## config.mk

```make
export PLATFORM = sky130hd
export DESIGN_NAME = fadd_arbiter
export DESIGN_NICKNAME = d
export VERILOG_FILES = /design/src/rtl/fpu_pkg.sv /design/src/rtl/fadd_arb_fifo.sv /design/src/rtl/fadd_arb_fifo_chk.sv /design/src/rtl/fadd_arbiter.sv
export SDC_FILE = /design/constraint.sdc
export NUM_CORES = 1
export LEC_CHECK = 0
export BUFFER_PORTS_ARGS = -buffer_cell sky130_fd_sc_hd__buf_2
export CAP_MARGIN = 10
export CORE_UTILIZATION = 50
export CTS_BUF_LIST = sky130_fd_sc_hd__clkbuf_4 sky130_fd_sc_hd__clkbuf_8
export CTS_CLUSTER_DIAMETER = 50
export DETAILED_ROUTE_END_ITERATION = 10
export GPL_TIMING_DRIVEN = 0
export PLACE_DENSITY = 0.76
export SETUP_SLACK_MARGIN = 0.15
export SYNTH_ARGS = -nofsm -noshare
export SYNTH_HDL_FRONTEND = slang
export SYNTH_HIERARCHICAL = 1
export SYNTH_SLANG_ARGS = --single-unit
export TNS_END_PERCENT = 10
```

## constraint.sdc

```tcl
create_clock -name clk -period 2.1 [get_ports clk]
set_input_delay 0.315 -clock clk [delete_from_list [all_inputs] [get_ports clk]]
set_output_delay 0.315 -clock clk [all_outputs]
set_load 0.005 [all_outputs]
```

## src/rtl/fpu_pkg.sv

```systemverilog
// Shared constants and types for the fadd arbiter: default latency/depth,
// requester count and the in-flight tag carried alongside each fadd operation.
package fpu_pkg;
    localparam int FADD_LAT_DEFAULT  = 2;
    localparam int RES_DEPTH_DEFAULT = 4;
    localparam int NREQ              = 2;

    typedef struct packed {
        logic valid;
        logic id;
    } tag_t;

    function automatic logic [32:0] pack_result(input logic ovf, input logic [31:0] d);
        return {ovf, d};
    endfunction
endpackage

```

## src/rtl/fadd_arb_fifo.sv

```systemverilog
// First-word-fall-through result FIFO holding {ovf, d}; the head is visible
// whenever the FIFO is non-empty and a push+pop when full keeps occupancy constant.
module fadd_arb_fifo
    import fpu_pkg::*;
#(
    parameter int DEPTH = RES_DEPTH_DEFAULT,
    parameter int OW    = $clog2(DEPTH + 1)
) (
    input  logic          clk,
    input  logic          rst,
    input  logic          push,
    input  logic [32:0]   push_data,
    input  logic          pop,
    output logic          valid,
    output logic [32:0]   head,
    output logic [OW-1:0] occupancy
);
    localparam int AW = (DEPTH > 1) ? $clog2(DEPTH) : 1;

    logic [32:0]   mem_r [DEPTH];
    logic [AW-1:0] rd_ptr_r;
    logic [AW-1:0] wr_ptr_r;
    logic [OW-1:0] count_r;
    logic          empty_s;
    logic          full_s;
    logic          do_pop_s;
    logic          do_push_s;

    function automatic logic [AW-1:0] ptr_inc(input logic [AW-1:0] p);
        if (p == AW'(DEPTH - 1)) begin
            return {AW{1'b0}};
        end else begin
            return p + AW'(1);
        end
    endfunction

    assign empty_s   = (count_r == {OW{1'b0}});
    assign full_s    = (count_r == OW'(DEPTH));
    assign do_pop_s  = pop & ~empty_s;
    // When full, the slot being written is the head that is popped this same cycle.
    assign do_push_s = push & (~full_s | do_pop_s);

    // Read/write pointers and occupancy.
    always_ff @(posedge clk or posedge rst) begin
        if (rst) begin
            rd_ptr_r <= {AW{1'b0}};
            wr_ptr_r <= {AW{1'b0}};
            count_r  <= {OW{1'b0}};
        end else begin
            if (do_pop_s)  rd_ptr_r <= ptr_inc(rd_ptr_r);
            if (do_push_s) wr_ptr_r <= ptr_inc(wr_ptr_r);
            case ({do_push_s, do_pop_s})
                2'b10:   count_r <= count_r + OW'(1);
                2'b01:   count_r <= count_r - OW'(1);
                default: count_r <= count_r;
            endcase
        end
    end

    // Storage array; contents are don't-care until written.
    always_ff @(posedge clk) begin
        if (do_push_s) mem_r[wr_ptr_r] <= push_data;
    end

    assign valid     = ~empty_s;
    assign head      = empty_s ? 33'd0 : mem_r[rd_ptr_r];
    assign occupancy = count_r;

    fadd_arb_fifo_chk u_chk (
        .clk  (clk),
        .rst  (rst),
        .push (push),
        .full (full_s),
        .pop  (do_pop_s)
    );
endmodule

```

## src/rtl/fadd_arb_fifo_chk.sv

```systemverilog
// Checker for one result FIFO: a push may only land on a full FIFO when a pop frees the slot.
module fadd_arb_fifo_chk (
    input logic clk,
    input logic rst,
    input logic push,
    input logic full,
    input logic pop
);
    no_push_into_full: assert property (@(posedge clk) disable iff (rst) !(push && full && !pop));
endmodule

```

## src/rtl/fadd_arbiter.sv

```systemverilog
// Credit-based round-robin arbiter sharing one external fadd unit between two
// requesters, with a tag pipeline steering each result into its requester's FIFO.
module fadd_arbiter
    import fpu_pkg::*;
#(
    parameter int FADD_LAT  = FADD_LAT_DEFAULT,
    parameter int RES_DEPTH = RES_DEPTH_DEFAULT
) (
    input  logic        clk,
    input  logic        rst,
    input  logic        req0_valid,
    output logic        req0_ready,
    input  logic [31:0] req0_s,
    input  logic [31:0] req0_t,
    input  logic        req1_valid,
    output logic        req1_ready,
    input  logic [31:0] req1_s,
    input  logic [31:0] req1_t,
    output logic [31:0] fadd_s,
    output logic [31:0] fadd_t,
    input  logic [31:0] fadd_d,
    input  logic        fadd_ovf,
    output logic        res0_valid,
    input  logic        res0_ready,
    output logic [31:0] res0_d,
    output logic        res0_ovf,
    output logic        res1_valid,
    input  logic        res1_ready,
    output logic [31:0] res1_d,
    output logic        res1_ovf,
    output logic        busy
);
    localparam int OW = $clog2(RES_DEPTH + 1);
    localparam int CW = $clog2(RES_DEPTH + FADD_LAT + 1) + 1;

    tag_t            tag_r [FADD_LAT];
    logic            ptr_r;
    logic [OW-1:0]   occ0_s;
    logic [OW-1:0]   occ1_s;
    logic [CW-1:0]   flight0_s;
    logic [CW-1:0]   flight1_s;
    logic [NREQ-1:0] elig_s;
    logic [NREQ-1:0] grant_s;
    logic [NREQ-1:0] push_s;
    logic [32:0]     head0_s;
    logic [32:0]     head1_s;
    logic [32:0]     result_s;
    tag_t            new_tag_s;
    tag_t            end_tag_s;
    logic            busy_s;

    // In-flight operations per requester, counted from the tag pipeline.
    always_comb begin
        flight0_s = {CW{1'b0}};
        flight1_s = {CW{1'b0}};
        for (int i = 0; i < FADD_LAT; i++) begin
            flight0_s = flight0_s + CW'(tag_r[i].valid & ~tag_r[i].id);
            flight1_s = flight1_s + CW'(tag_r[i].valid & tag_r[i].id);
        end
    end

    // Eligibility from registered credit, then round-robin pick of at most one requester.
    always_comb begin
        elig_s[0]  = req0_valid & ~rst & ((CW'(occ0_s) + flight0_s) < CW'(RES_DEPTH));
        elig_s[1]  = req1_valid & ~rst & ((CW'(occ1_s) + flight1_s) < CW'(RES_DEPTH));
        grant_s[0] = elig_s[0] & (~elig_s[1] | ~ptr_r);
        grant_s[1] = elig_s[1] & (~elig_s[0] | ptr_r);
    end

    assign req0_ready = grant_s[0];
    assign req1_ready = grant_s[1];

    // Operand mux towards the shared unit; zero when idle.
    always_comb begin
        if (grant_s[0]) begin
            fadd_s = req0_s;
            fadd_t = req0_t;
        end else if (grant_s[1]) begin
            fadd_s = req1_s;
            fadd_t = req1_t;
        end else begin
            fadd_s = 32'd0;
            fadd_t = 32'd0;
        end
        new_tag_s.valid = grant_s[0] | grant_s[1];
        new_tag_s.id    = grant_s[1];
    end

    // Round-robin pointer: hand priority to the other requester after each grant.
    always_ff @(posedge clk or posedge rst) begin
        if (rst) begin
            ptr_r <= 1'b0;
        end else if (grant_s[0]) begin
            ptr_r <= 1'b1;
        end else if (grant_s[1]) begin
            ptr_r <= 1'b0;
        end
    end

    // Tag pipeline aligned with the fadd latency; reset drops anything in flight.
    always_ff @(posedge clk or posedge rst) begin
        if (rst) begin
            for (int i = 0; i < FADD_LAT; i++) tag_r[i] <= tag_t'(2'b00);
        end else begin
            tag_r[0] <= new_tag_s;
            for (int i = 1; i < FADD_LAT; i++) tag_r[i] <= tag_r[i-1];
        end
    end

    assign end_tag_s = tag_r[FADD_LAT-1];
    assign push_s[0] = end_tag_s.valid & ~end_tag_s.id;
    assign push_s[1] = end_tag_s.valid & end_tag_s.id;
    assign result_s  = pack_result(fadd_ovf, fadd_d);

    fadd_arb_fifo #(.DEPTH(RES_DEPTH)) u_fifo0 (
        .clk       (clk),
        .rst       (rst),
        .push      (push_s[0]),
        .push_data (result_s),
        .pop       (res0_ready),
        .valid     (res0_valid),
        .head      (head0_s),
        .occupancy (occ0_s)
    );

    fadd_arb_fifo #(.DEPTH(RES_DEPTH)) u_fifo1 (
        .clk       (clk),
        .rst       (rst),
        .push      (push_s[1]),
        .push_data (result_s),
        .pop       (res1_ready),
        .valid     (res1_valid),
        .head      (head1_s),
        .occupancy (occ1_s)
    );

    assign res0_d   = head0_s[31:0];
    assign res0_ovf = head0_s[32];
    assign res1_d   = head1_s[31:0];
    assign res1_ovf = head1_s[32];

    // Activity flag built only from registered state.
    always_comb begin
        busy_s = res0_valid | res1_valid;
        for (int i = 0; i < FADD_LAT; i++) busy_s = busy_s | tag_r[i].valid;
    end

    assign busy = busy_s;
endmodule

```

==> metrics.cfg, run 1 <==
[outcome]
status=finished with violations
violations=setup timing

[power]
p_total_mw=20.5
powerDensity_nw_per_um2=1290
clockPowerShare_pct=21.9
p_int_mw=14.4
seqPwrFrac_pct=34.5
p_switching_mw=6.13
vdd_drop_max_v=0.000836
p_leak_nw=6.30
swShare_pct=29.8
combPwrFrac_pct=43.6

[yosys]
yosys_warnings=6
synth_top_cells_by_area=edfxtp_1 (66%), mux4_2 (12%), a22o_1 (4.7%)
seq_area_frac_synth_pct=70.0
avgSynthCellArea_sq_um=19.0
syn_inst=633
yosysUniqueCellTypes=38
netlist.top_cell.by_area=edfxtp_1
syn_area_sq_um=12000
synth_top_area_share_pct=66.0
syn_nets=814
ys_ff_latch=283

[layout]
syn_to_final_growth_pct=32.9
design_area_sq_um=16000
nNetsFinal=1186
final_util_pct=67.8
final_layout_size_suffix_gt1_share_pct=57.0

[flow_run]
maxCapViolCount=0

[timing]
tightest_slew_ps=342
maxSlewViolCount=0
fin_setup_tns_ps=-70250
post-route-period-util_pct=143
max_slew_margin_pct=77.2
hold_viol=0
rsz0062_at_grt=yes
fmax_mhz=332
clock_skew_ps=31.7
setup_violations=137
setup_ws_ps=-913
period_minus_slack_ps=3010

[global_route]
grt_pass1_vias=7394
grt_use_total_pct=24.8
grt_max_degree=29
antenna_found_initial=5
grt_first_pass_wirelength_um=43800
grt_overflow=0

[floorplanning]
fp.dieH_um=157
initial_core_util_pct=51.0
coreArea_sq_um=23500
ios=302
fp-row-count=56
die_x_um=157
dieArea_sq_um=24600

[clocking]
numCtsBuffers=43
cts_max_level=2
cts.sinks=283
cts.reportedPaths.clkPinSlew_ps=60
clock_path_buffers=3
clk_latency_ps=550
tritoncts=yes
clock-root-buffer=clkbuf_8

[detailed_routing]
drt_iter0_markers=603
ant_nets=0
wirelength_um=31000
vias_per_cell=5.59
drc_errors=0
wl_per_cell_um=22.9
dr.pass1.iters=5
via_count=7585

[placed_design]
numPortBuffers=299
place_ws_ps=-449
dp_hpwl_um=20800
placed_area_sq_um=14200
gp_congestion=0.862

[setup_path]
cp_cell_sequence=and2_4 -> ha_4 -> a31o_1 -> a21o_1 -> a311oi_4 -> buf_2 -> a22o_1 -> buf_2
cpPeakStageDelay_ps=380
endpoint_kind=primary output
cp.arrival_ps=2700
start_kind=flop
cpMaxStageDelayCell=dfrtp_1
cp_max_fo=11
required_ps=1780
crit_top_cell=buf_2
critPathKind=flop to primary output

[worst_hold_path]
hp-class=primary input to flop

-- final timing paths --
check	end	cells after the start	slack (ps)	startpoint
min	u_fifo1/mem_r[0][22]$_DFFE_PP_	1	40	fadd_d[22]
max in group asynchronous	u_fifo1/occupancy[0]$_DFFE_PP0P_	3	1440	rst
min reg2reg	end_tag_s[0]$_DFF_PP0_	1	480	tag_r[2]$_DFF_PP0_
max reg2reg	u_fifo1/occupancy[2]$_DFFE_PP0P_	8	-250	end_tag_s[0]$_DFF_PP0_
max	fadd_t[24]	8	-910	tag_r[3]$_DFF_PP0_
min in group asynchronous	tag_r[3]$_DFF_PP0_	3	350	rst
-- cell families (layout without fill, tap and decap cells) --
kind of cell,Yosys count,after routing,share of synthesized area [%]
buf+inv,58,462,3.00
xor+xnor,4,4,0.292
flops,283,283,70.0
other cells,0,1,0
fa+ha+maj,14,14,1.58
compound gates,88,88,6.28
mux,74,74,13.3
simple gates,112,112,5.59
-- placed cells by master (no fill, tap or decap), types with 9 or more instances in the layout --
cell / netlist / final
edfxtp_1: 264 / 264
buf_2: 18 / 255
mux4_2: 66 / 66
and2_4: 0 / 60
buf_6: 14 / 60
a22o_1: 64 / 57
clkbuf_8: 0 / 47
buf_4: 4 / 20
and2_1: 76 / 16
inv_1: 16 / 15
clkbuf_4: 0 / 13
dfrtp_1: 19 / 13
buf_12: 0 / 13
nor2_1: 11 / 11
ha_1: 12 / 11
clkinv_1: 0 / 9
-- power groups by stage --
| stage | logic, mW | clock network, mW | registers, mW |
|---|---|---|---|
| detailed placement | 6.88 | 0 | 7.17 |
| global route | 9.58 | 4.80 | 7.13 |
| finish | 8.96 | 4.49 | 7.08 |
| CTS | 8.32 | 4.58 | 7.07 |
| floorplan | 4.23 | 0 | 7.08 |
| global placement | 6.69 | 0 | 7.16 |
-- critical path: cells and delay by family (launching register included) --
| kind | cells | cell delay, ps |
|---|---|---|
| adders and majority gates | 1 | 200 |
| buffers and inverters | 2 | 490 |
| AOI/OAI and AO/OA | 4 | 930 |
| and+or+nand+nor | 1 | 170 |
| DFF | 1 | 380 |
-- layout make-up --
class,instances,area [sq um]
Sequential cell,283,8410
Buffer,42,527
Inverter,16,60.1
Tap cell,319,399
Multi-Input combinational cell,292,3510
Antenna cell,1,2.50
Timing Repair Buffer,327,2180
Clock inverter,22,170
Fill cell,1580,7590
Clock buffer,55,694
-- state kept, by name (all words and copies together) (netlist names) --
register and flops:
end_tag_s 2, ptr_r 1, tag_r 2, u_fifo0/mem_r 132, u_fifo0/occupancy 3, u_fifo0/rd_ptr_r 2
u_fifo0/wr_ptr_r 2, u_fifo1/mem_r 132, u_fifo1/occupancy 3, u_fifo1/rd_ptr_r 2, u_fifo1/wr_ptr_r 2
-- synthesized netlist by cell type, drive strengths merged --
library cell	instances
edfxtp	264
and2	76
mux4	66
a22o	64
buf	36
dfrtp	19
inv	16
ha	12
nor2	11
mux2	8
nand2	7
clkbuf	6
a21oi	4
and3	4
nand3b	4
nor2b	4
o21ai	4
a21boi	2
a221o	2
fa	2
o31ai	2
o41a	2
o41ai	2
or3	2
or3b	2
xnor2	2
xor2	2
a211oi	1
a21o	1
a22oi	1
a311oi	1
a31o	1
and4b	1
o211a	1
or4	1
-- through the flow --
step,hold slack (ps),cells
after global routing,12.3,1357
after floorplan,102,633
after CTS,3.49,1351
final,35.8,1357
after detailed placement,286,1259
after global placement,275,1251
-- per-layer routing --
metal,GRT usage (%),wire (um),vias up
li1,-,-,3299
met1,35.4,12600,3843
met2,37.5,14800,375
met3,7.13,2950,60
met4,6.40,602,8
met5,0,41,-
-- repair_timing --
item,in CTS,in global routing
endpoints found under the setup margin,194,234
buffers inserted,9,3
cloned,1,2
hold buffers,5,0
resized for setup,120,59
endpoints found under the hold margin,28,0
pin swaps,65,18
Power figures use the tool's default switching activity.
==> run 2, diff against run 1 <==
--- a/config.mk
+++ b/config.mk
@@ -13,6 +13,7 @@
 export DETAILED_ROUTE_END_ITERATION = 10
 export GPL_TIMING_DRIVEN = 0
 export PLACE_DENSITY = 0.76
+export REMOVE_ABC_BUFFERS = 1
 export SETUP_SLACK_MARGIN = 0.15
 export SYNTH_ARGS = -nofsm -noshare
 export SYNTH_HDL_FRONTEND = slang
==> run 2 against run 1 <==
Effect of this change: non-clock buffer count down 35; sequential power is 4.5% higher; final area down 2.2%; critical path type unchanged; the flow still finishes with violations (setup timing); combinational power is 12% lower; register-to-register slack got worse by 60 ps; final cell count shrank 2.1%.
==> metrics.cfg, run 2 (same netlist as run 1, synthesis figures left out) <==
[clocking]
numCtsBuffers=44  ; +2.3%
cts.reportedPaths.clkPinSlew_ps=60  ; about the same
tritoncts=yes
cts.sinks=283  ; unchanged
clock-root-buffer=clkbuf_8
cts_max_level=2  ; unchanged
clk_latency_ps=540  ; about the same
clock_path_buffers=3  ; unchanged

[detailed_routing]
drt_iter0_markers=505  ; -16%
drc_errors=0  ; unchanged
ant_nets=0  ; unchanged
dr.pass1.iters=5  ; unchanged
via_count=7282  ; -4.0%
wirelength_um=28100  ; -9.4%
vias_per_cell=5.48  ; -1.9%
wl_per_cell_um=21.2  ; -7.4%

[timing]
tightest_slew_ps=517  ; +175 ps
clock_skew_ps=16.1  ; -15.6 ps
setup_violations=137  ; unchanged
period_minus_slack_ps=3000  ; -14.1 ps
rsz0062_at_grt=yes
fmax_mhz=333  ; +0.47%
hold_viol=0  ; unchanged
post-route-period-util_pct=143  ; -0.67 points
maxSlewViolCount=0  ; unchanged
fin_setup_tns_ps=-82330  ; -12090 ps
max_slew_margin_pct=65.6  ; -12 points
setup_ws_ps=-899  ; +14.1 ps

[setup_path]
cp_max_fo=21  ; +10
start_kind=flop
cp.arrival_ps=2680  ; -20 ps
endpoint_kind=primary output
critPathKind=flop to primary output
required_ps=1780  ; about the same
r2r_slack_ps=-310  ; -60 ps

[power]
p_leak_nw=6.06  ; -3.9%
powerDensity_nw_per_um2=1270  ; -1.0%
vdd_drop_max_v=0.000935  ; +12%

[layout]
layout_common_cells=edfxtp_1 (264), buf_2 (256), mux4_2 (66), a22o_1 (62), and2_4 (49)
seq_area_sq_um=8420  ; +0.10%
syn_to_final_growth_pct=29.9
multi_input_area_sq_um=3480  ; -0.82%
nNetsFinal=1153  ; -2.8%
largestRegisters=u_fifo0/mem_r: 132 flops, u_fifo1/mem_r: 132 flops
final_layout_size_suffix_gt1_share_pct=55.2  ; -1.8 points
final_common_cell=edfxtp_1
nFillCells=1662  ; +5.2%
finalNonFillerCells=1328  ; -2.1%
design_area_sq_um=15600  ; -2.2%

[flow_run]
maxCapViolCount=0  ; unchanged

[outcome]
status=finished with violations
violations=setup timing

[floorplanning]
initial_core_util_pct=51.0  ; unchanged
dieArea_sq_um=24600  ; unchanged
coreArea_sq_um=23500  ; unchanged
fp-row-count=56  ; unchanged
fp.dieH_um=157  ; unchanged
die_x_um=157  ; unchanged
ios=302  ; unchanged

[placed_design]
dp_hpwl_um=17600  ; -16%
numPortBuffers=301  ; +0.67%
place_ws_ps=-1290  ; -844 ps
placed_area_sq_um=14000  ; -1.3%
place_inst=1227  ; -2.5%
gp_congestion=0.723  ; -16%

[global_route]
grt_pass1_vias=6966  ; -5.8%
grt_max_degree=43  ; +48%
antenna_found_initial=4  ; -1
grt_first_pass_wirelength_um=40100  ; -8.3%
grt_use_total_pct=22.5  ; -2.3 points
grt_overflow=0  ; unchanged

[worst_hold_path]
hp-class=primary input to flop

[run 2: cell count changes in the layout (fill, tap and decap cells not counted), sizes merged]
cell,change
o211a,+1
dlygate4sd3,-3
clkbuf,-1
buf,-25
inv,-1
[run 2: metal layers]
layer	GRT usage [%]	vias up	part of all wire, %	wire length [um]
met3	5.42	35	7.1	1990
met2	34.2	272	48	13400
li1	-	3241	-	-
met1	32.6	3728	44	12300
met4	6.26	6	1.2	325
met5	0	-	0.15	41
[run 2: repair_timing]
item | in CTS | in global routing
resized for setup | 83 | 40
endpoints found under the setup margin | 328 | 261
gates cloned | 2 | 2
pin swaps | 55 | 15
hold buffers | 2 | 0
buffers inserted | 12 | 0
hold endpoints to repair | 25 | 0
[run 2: worst paths after layout]
check	to	startpoint	cells past startpoint
max	fadd_s[30]	end_tag_s[0]$_DFF_PP0_	9
min	u_fifo0/mem_r[1][15]$_DFFE_PP_	fadd_d[15]	1
max reg2reg	u_fifo0/occupancy[2]$_DFFE_PP0P_	u_fifo0/occupancy[1]$_DFFE_PP0P_	7
min reg2reg	end_tag_s[0]$_DFF_PP0_	tag_r[2]$_DFF_PP0_	0
max in group asynchronous	u_fifo0/rd_ptr_r[0]$_DFFE_PP0N_	rst	3
min in group asynchronous	ptr_r$_DFFE_PP0P_	rst	3
[run 2: through the flow]
stage | hold WS (ps) | total power [mW] | utilization (%)
after global routing | 15.4 | 20.9 | 66.2
final | 37.4 | 19.9 | 66.3
after global placement | 280 | 13.4 | 57.8
after detailed placement | 283 | 13.8 | 59.3
after floorplan | 102 | 10.9 | -
after CTS | 1.42 | 19.5 | 65.4
[run 2: critical path, stage by stage (launching register included)]
cell      delay, ps
dfrtp_1         420
nor2b_4         140
ha_1            220
and4b_1         200
a211oi_4        270
buf_4           180
o211a_4         220
buf_12          180
a22o_1          180
buf_2           130
[run 2: where the power goes]
part           internal [mW]  switching (mW)  total [mW]
Clock                   2.56            2.00        4.55
Sequential              6.79           0.609        7.40
Combinational           4.69            3.22        7.91
[run 2: area by class of cell]
cell class                 instances  share of cell area [%]
clock inverter                    21                   0.947
tap                              319                    2.56
inverter                          16                   0.385
clock buffer                      61                    4.78
multi-input combinational        293                    22.3
timing repair buffer             334                    15.0
antenna                            1                  0.0160
sequential                       283                    54.0
